### src/rtl/alu.sv
// Registered MIPS ALU: eight operations on LENGTH-bit operands.
// Result is captured every clock; async active-low reset clears it.
module alu #(
  parameter int LENGTH = 32
) (
  input  logic              clk,
  input  logic              rst_n,
  input  logic [2:0]        ALU_Sel,
  input  logic [LENGTH-1:0] A,
  input  logic [LENGTH-1:0] B,
  input  logic [4:0]        shamt,
  output logic [LENGTH-1:0] ALU_Out
);

  localparam logic [2:0] OP_AND = 3'b000;
  localparam logic [2:0] OP_OR  = 3'b001;
  localparam logic [2:0] OP_ADD = 3'b010;
  localparam logic [2:0] OP_SLL = 3'b011;
  localparam logic [2:0] OP_SRL = 3'b100;
  localparam logic [2:0] OP_NOR = 3'b101;
  localparam logic [2:0] OP_SUB = 3'b110;
  localparam logic [2:0] OP_SLT = 3'b111;

  logic [LENGTH-1:0] r;
  logic [31:0]       sh_ext;
  logic              sh_big;
  logic              lt;

  assign sh_ext = {27'b0, shamt};
  // Only reachable when LENGTH <= 31; shifting past the width yields 0.
  assign sh_big = (sh_ext >= 32'(LENGTH));
  // True signed compare, immune to A-B overflow.
  assign lt     = ($signed(A) < $signed(B));

  always_comb begin
    r = '0;
    unique case (ALU_Sel)
      OP_AND: r = A & B;
      OP_OR:  r = A | B;
      OP_ADD: r = A + B;
      OP_SLL: r = sh_big ? '0 : (B << shamt);
      OP_SRL: r = sh_big ? '0 : (B >> shamt);
      OP_NOR: r = ~(A | B);
      OP_SUB: r = A - B;
      OP_SLT: r = {{(LENGTH-1){1'b0}}, lt};
      default: r = '0;
    endcase
  end

  always_ff @(posedge clk or negedge rst_n) begin
    if (!rst_n) ALU_Out <= '0;
    else        ALU_Out <= r;
  end

endmodule

### config.mk
export PLATFORM = sky130hd
export DESIGN_NAME = alu
export DESIGN_NICKNAME = d
export VERILOG_FILES = /design/src/rtl/alu.sv
export SDC_FILE = /design/constraint.sdc
export NUM_CORES = 1
export LEC_CHECK = 0
export CAP_MARGIN = 0
export CORE_UTILIZATION = 40
export DETAILED_ROUTE_END_ITERATION = 12
export PLACE_DENSITY_LB_ADDON = 0.2
export SYNTH_ARGS = -nofsm -noshare
export SYNTH_HDL_FRONTEND = slang
export SYNTH_SLANG_ARGS = --single-unit
### constraint.sdc
create_clock -name clk -period 0.8 [get_ports clk]
set_input_delay 0.16 -clock clk [delete_from_list [all_inputs] [get_ports clk]]
set_output_delay 0.16 -clock clk [all_outputs]
set_load 0.01 [all_outputs]
## Yosys cells after proc, flatten, opt, wreduce, memory -nomap -nowiden

Index checks and enable logic that the tools add are counted.

- Flip-flop bits (word level): 32
- Output and inout port bits: 32
- Logic and storage cells: 21

- Add/sub/neg operators: 2
- $lt $le $gt $ge: 2
- Equal/unequal tests: 7
- Shift-type cells: 2
- Muxes and demuxes: 3
- Bitwise logic cells: 3
- Reductions and logical operators: 1

Operators with widths:

| operator | number |
|---|---|
| one-hot mux 32 bit (8 select lines) | 1 |
| 2-to-1 mux 32 bit | 2 |
| adder 32 bit | 1 |
| bitwise AND 32 bit | 1 |
| < comparator 32 bit | 1 |
| NOT 32 bit | 1 |
| bitwise OR 32 bit | 1 |
| << shifter 32 x 5 -> 32 bit | 1 |
| right shift 32 x 5 -> 32 bit | 1 |
| subtractor 32 bit | 1 |
| equality test 3 bit, second input constant | 4 |
| equality test 3 x 2 -> 1 bit, second input constant | 2 |
| >= comparator 5 x 6 -> 1 bit, second input constant | 1 |
| equality test 3 x 1 -> 1 bit, second input constant | 1 |
| logical NOT 3 bit | 1 |

## Depth between registers and ports, before layout

Gate-level depths: netlist of run 1.

- Depth in word-level cells: 3
- Gate-level depth with buffers: 13
- Mapped depth without buffers: 12

## Worst setup path after synthesis of run 1

OpenSTA, ideal clock, no wires.

- Path type: input port to flip-flop
- From: input A[0]
- To: register ALU_Out[30]
- Setup time: 132 ps
- Arrival: 2749 ps
- Required time: 668 ps
- Path slack: -2081 ps
- Cell stages on the path: 12
- Buffers on the path: 0
- Cell sequence: inv_1 -> ha_1 -> fa_1 -> o21bai_4 -> a2111oi_2 -> o41ai_4 -> a31oi_4 -> o41ai_2 -> a41o_4 -> a21oi_4 -> a2111oi_4 -> nor4_2

- Longest elaborated chain between the ends: 2
- Elaborated cells between the ends (all ways): 3

Ends and longest elaborated chain:

| item | line | source |
|---|---|---|
| start: declaration | 9 | `input logic [LENGTH-1:0] A,` |
| subtractor 32 bit or adder 32 bit (tied branches) | 44, 40 |  |
| one-hot mux 32 bit (8 select lines) * | 37 | `unique case (ALU_Sel)` |
| via r[30] | 24 | `logic [LENGTH-1:0] r;` |
| end signal: assignment | 52 | `else ALU_Out <= r;` |
| end: declaration | 12 | `output logic [LENGTH-1:0] ALU_Out` |

Mark *: on every way through the listed nets, which the timed path passes. The rest lies on a longest branch.

## Worst setup path after layout of run 1

- From: input A[0]
- To: register ALU_Out[12]

Same word-level chain as after synthesis.

==> results of run 1 <==
[worst paths after layout]
check | endpoint | slack [ns] | cells after the start
max in group asynchronous | ALU_Out[1] | 0.24 | 3
worst min-delay path | ALU_Out[21] | 0.35 | 3
worst max-delay path | ALU_Out[12] | -1.88 | 16
min in group clk | ALU_Out[6] | 0.48 | 4
[cell type report]
cell class | count | area (um2) | area share, %
well taps | 285 | 357 | 2.15
clock buffers | 5 | 125 | 0.754
multi-input cells | 1067 | 9220 | 55.6
repair buffers | 676 | 5590 | 33.7
flip-flops and latches | 32 | 801 | 4.83
clock inverters | 3 | 42.5 | 0.256
inverters | 104 | 459 | 2.77
[metrics by stage]
stage / worst slack [ns] / cells / cell area, um2 / util (%) / hold WS (ns)
final: -1.88 / 2172 / 16600 / 73.3 / 0.350
after detailed placement: -2.81 / 2089 / 14400 / 63.5 / 0.141
after global routing: -1.93 / 2172 / 16600 / 73.3 / 0.370
after floorplan: -1.82 / 1295 / 9690 / - / -0.136
after global placement: -2.79 / 2089 / 14400 / 63.5 / 0.141
after CTS: -1.93 / 2145 / 16000 / 70.5 / 0.360
[where the power goes]
group          switching (mW)  internal (mW)
sequential             0.0764           1.85
clock                   0.899           1.47
combinational            6.49           6.11
[per-layer routing]
layer  vias up  wire length [um]
met1      6096             19600
met5         -                 0
met4         0              4330
met2       813             23900
li1       5880                 -
met3       243              3890
[critical path: stages]
cell and delay (ns):
buf_12 0.09, inv_12 0.03, ha_4 0.15, fa_2 0.36, o21bai_4 0.19, a2111oi_4 0.11
o41ai_4 0.34, a31oi_4 0.20, buf_4 0.18, buf_6 0.10, buf_6 0.11, buf_6 0.12
mux2i_4 0.17, xnor2_2 0.11, a221oi_2 0.33, nor2_1 0.10
[cells in the mapped netlist (4+ instances only)]
master,n,share of area (%)
nor2_1,153,6.2
nand2_1,121,4.9
a21oi_1,114,6.2
inv_1,101,4.1
ha_1,99,13
o21ai_0,92,5.0
mux2i_1,50,5.4
clkbuf_1,44,1.8
xnor2_1,43,4.1
dfrtp_1,32,8.7
buf_2,25,1.4
a21o_1,24,2.0
mux2_2,23,2.8
a211oi_1,22,1.8
nor3_1,20,1.1
o22ai_1,19,1.3
mux4_2,17,4.2
a221oi_1,16,1.5
a31oi_1,16,1.1
buf_1,16,0.65
nand3_1,15,0.82
a211o_1,13,1.2
o211ai_1,12,0.98
o21bai_1,11,0.90
or3_1,11,0.75
and3_1,10,0.68
nor2b_1,10,0.68
o32ai_1,9,0.86
nand2b_1,8,0.54
o21a_1,8,0.65
o31ai_1,8,0.65
nand4_1,7,0.48
nor4_1,7,0.48
o221ai_1,6,0.57
o21ai_1,5,0.27
o22a_1,5,0.48
o2bb2ai_1,5,0.48
o32a_1,5,0.54
xor2_1,5,0.48
and2_1,4,0.27
buf_4,4,0.33
o2111ai_1,4,0.38
[logic make-up (layout without fill, tap and decap cells)]
logic type / after synthesis / in the layout
mux: 90 / 90
simple gates: 380 / 380
compound gates: 448 / 448
xor+xnor: 48 / 48
buf+inv: 196 / 788
fa+ha+maj: 101 / 101
flops: 32 / 32
[what timing repair did]
action,CTS,global route
pin swaps,119,104
setup endpoints to repair,64,64
buffers inserted,47,33
gates resized for setup,574,127
endpoints found under the hold margin,32,0
hold buffers,1,0
==> qor.yml, run 1 <==
cts_buffer_depth: 2
dp_hpwl_um: 39600
drt_first_pass_iters: 6
avgRoutedWirePerCell_um: 23.8
clkSlewWorstSetupHoldPaths_ns: 0.07
worstMarginPinSlew_ns: 0.692
top_register: "ALU_Out"
grt_overflow: 0
cts.sinks: 32
grt.busiest_layer: "met2"
drc: 0
leakage_nw: 7.79
syn_area_per_cell_um2: 7.11
ys_ff_latch: 32
use_met2_pct: 68.7
drt.antenna.violating_nets: 0
power_density_nw_per_um2: 1020
holdCritPathClass: "in2async"
rsz0062_at_grt: "true"
worstSetupStartpoint: "A[0]"
core_um2: 22600
cts_tree: "yes"
die_x_um: 154
fin_nets: 2061
io_pins: 106
cts_buffers: 5
yosysWarnings: 0
worstPathArrival_ns: 2.85
antenna_found_initial: 0
worst_ep_required_time_ns: 0.97
top_regs: "ALU_Out (32)"
num_vias: 13000
worst-path-max-fanout: 3
initialDrtViolationCount: 1273
drive_above_1_share_pct: 51.5
max_freq_ghz: 0.373
timing.setup.tns_ns: -54.80
dieArea_um2: 23600
rows: 55
syn_inst: 1295
num_antenna_cells: 0
grt_pass1_wl_um: 73400
synthXorXnorAreaFrac_pct: 4.56
path_class: "in2reg"
met1_usage_pct: 49.5
synth-edff-count: 0
muxShareOfSynthArea_pct: 12.4
grt_max_degree: 33
synth_compound_area_share_pct: 33.4
status: "finished with violations"
min_period_ns: 2.68
drt-total-wl_um: 51700
timing.slew.headroom_pct: 52.5
htreeDepth: 2
initial_utilization_pct: 40.7
largest_reg_flops: 32
worstSetupEndpointType: "register"
chipHeight_um: 154
finalMaxSlewViolations: 0
synthSimpleGateAreaFrac_pct: 18.3
hold_viol_final: 0
ys_async_sr_fraction_pct: 100
violations: "setup timing"
synth-adder-area-share_pct: 13.9
drv_cap: 0
final_common_cell: "buf_4"
post-route-period-util_pct: 335
synth_area_um2: 9210
finalSetupViolCount: 64
globalRouteMet3Util_pct: 4.90
layout_common_cells: "buf_4, nor2_1, nand2_1"
finalPower_mw: 16.9
io_buffers: 105
syn_nets: 1470
cts_root_buf: "clkbuf_16"
place.gp.congestion: 1.07
ys.flop_type: "dfrtp_1"
ys_seq_area_share_pct: 8.69
ir_drop_v: 0.000989
start_kind: "input port"
viasPerCell: 6.00
syn_to_final_growth_pct: 80.2
fillers: 1792
yosys.cell_types.count: 89
track_usage_pct: 41.1
layout_setup_ws_ns: -1.88
grt_pass1_vias: 12400
synth_top_family_by_area: "compound AO/OA/AOI/OAI gates"
(Power assumes the default switching activity.)
==> run 2, diff against run 1 <==
Settings changed: DONT_BUFFER_PORTS set to 1.
Clock period 0.8 ns to 3.2 ns, I/O delays scaled along.
==> qor.yml, run 2 (synthesized netlist as in run 1, its figures left out) <==
p_int_mw: 1.52  # -84%
cts.sinks: 32  # unchanged
clkSlewWorstSetupHoldPaths_ns: 0.06  # about the same
viasPerCell: 6.37  # +6.2%
grt_pass1_vias: 9902  # -20%
slowest_delay_ns: 0.44  # +0.08 ns
worstPathArrival_ns: 3.24  # +0.39 ns
power_frac_comb_pct: 61.8  # -13 points
fillers: 2297  # +28%
grt_pass1_wl_um: 60700  # -17%
ir_drop_v: 0.000171  # -83%
avgRoutedWirePerCell_um: 24.5  # +3.0%
max_freq_ghz: 0.327
drc: 0  # unchanged
initial_utilization_pct: 40.7  # unchanged
cts_root_buf: "clkbuf_16"
num_antenna_cells: 0  # unchanged
start_kind: "input port"
final_common_cell: "nor2_1"
dieArea_um2: 23600  # unchanged
worstMarginPinSlew_ns: 0.820  # +0.127 ns
place.gp.congestion: 1.01  # -6.2%
sw_frac_of_total_pct: 44.4  # +0.27 points
finalMaxSlewViolations: 0  # unchanged
crit_chain: "inv_1 > ha_1 > o21ba_2 > a2111o_1 > a21oi_2 > o21bai_2 > and4_1 > o41ai_2 > xnor2_1 > nor2_1 > o32a_1"
cts_buffer_depth: 2  # unchanged
worstSetupEndpointType: "register"
layout_setup_ws_ns: 0.140  # +2.02 ns
grt_overflow: 0  # unchanged
p_seq_share_pct: 18.9  # +7.5 points
core_um2: 22600  # unchanged
io_buffers: 0  # -100%
crit_family: "compound AO/OA/AOI/OAI gates"
top_regs: "ALU_Out (32)"
num_vias: 10500  # -20%
min_period_ns: 3.06
crit_buf_inv: 1  # -5
io_pins: 106  # unchanged
die_x_um: 154  # unchanged
path_class: "in2reg"
grt_max_degree: 91  # +180%
fin_nets: 1532  # -26%
worst_ep_required_time_ns: 3.38  # +2.41 ns
cts_buffers: 5  # unchanged
antenna_found_initial: 0  # unchanged
htreeDepth: 2  # unchanged
clkPwrFrac_pct: 19.3  # +5.3 points
drive_above_1_share_pct: 17.2  # -34 points
cp_slowest_cell: "a2111o_1"
timing.slew.headroom_pct: 44.8  # -7.7 points
leakage_nw: 4.79  # -38%
top_register: "ALU_Out"
cts_tree: "yes"
drt_first_pass_iters: 7  # +1
status: "finished clean"
layout_common_cells: "nor2_1, buf_4, nand2_1"
p_switching_mw: 1.21  # -84%
chipHeight_um: 154  # unchanged
worst-path-max-fanout: 3  # unchanged
hold_viol_final: 0  # unchanged
rows: 55  # unchanged
timing.setup.tns_ns: 0  # +54.80 ns
drt.antenna.violating_nets: 0  # unchanged
rsz0062_at_grt: "false"
largest_reg_flops: 32  # unchanged
drv_cap: 0  # unchanged
post-route-period-util_pct: 95.6
initialDrtViolationCount: 1127  # -11%
holdBufCountCts: 0  # -1
power_density_nw_per_um2: 260  # -74%
finalSetupViolCount: 0  # -100%
drt-total-wl_um: 40200  # -22%
holdCritPathClass: "in2async"
syn_to_final_growth_pct: 14.1
dp_slack_ns: -0.340  # +2.47 ns
dp_hpwl_um: 31800  # -20%
track_usage_pct: 33.7  # -7.4 points
## run 2: what timing repair did
action | in CTS | in global routing
buffers inserted | 0 | 2
gates resized for setup | 2 | 11
pin swaps | 0 | 5
setup endpoints to repair | 3 | 12
## run 2: metal layers
metal  track usage (%)  routed length (um)  up-vias
li1                  -                   -     4817
met1              43.6               16600     4974
met2              54.4               18300      577
met3              5.81                3470      100
met4              15.9                1860        0
met5                 0                   0        -
## run 2: final cells by class
cell class	count	area (um2)	share of cell area (%)
Clock buffer	7	143	1.36
Sequential cell	32	801	7.62
Inverter	104	390	3.72
Clock inverter	1	7.51	0.0715
Timing Repair Buffer	147	1120	10.6
Tap cell	285	357	3.39
Multi-Input combinational cell	1067	7690	73.2
## run 2: path summary, 6_finish.rpt
kind / slack, ns / end / start / depth (start not counted)
worst min-delay path: 0.03 / ALU_Out[18] / rst_n / 0
max in group asynchronous: 3.09 / ALU_Out[9] / rst_n / 0
worst max-delay path: 0.14 / ALU_Out[29] / A[1] / 11
min in group clk: 0.58 / ALU_Out[0] / ALU_Sel[0] / 2
## run 2: power groups by stage
stage	Sequential [mW]	Clock (mW)	Combinational, mW
after floorplan	0.519	0	1.13
after global placement	0.527	0	1.62
after detailed placement	0.526	0	1.62
after CTS	0.519	0.545	1.63
after global routing	0.524	0.559	1.81
final	0.518	0.526	1.69
## run 2: through the flow
stage	instance area (um2)	hold slack, ns	total power [mW]	util, %	instances
floorplan	9230	0.344	1.64	-	1295
global placement	10300	0.346	2.15	45.4	1633
detailed placement	10300	0.346	2.15	45.4	1633
CTS	10400	0.0169	2.70	46.1	1641
global route	10500	0.0164	2.89	46.4	1643
finish	10500	0.0275	2.73	46.4	1643
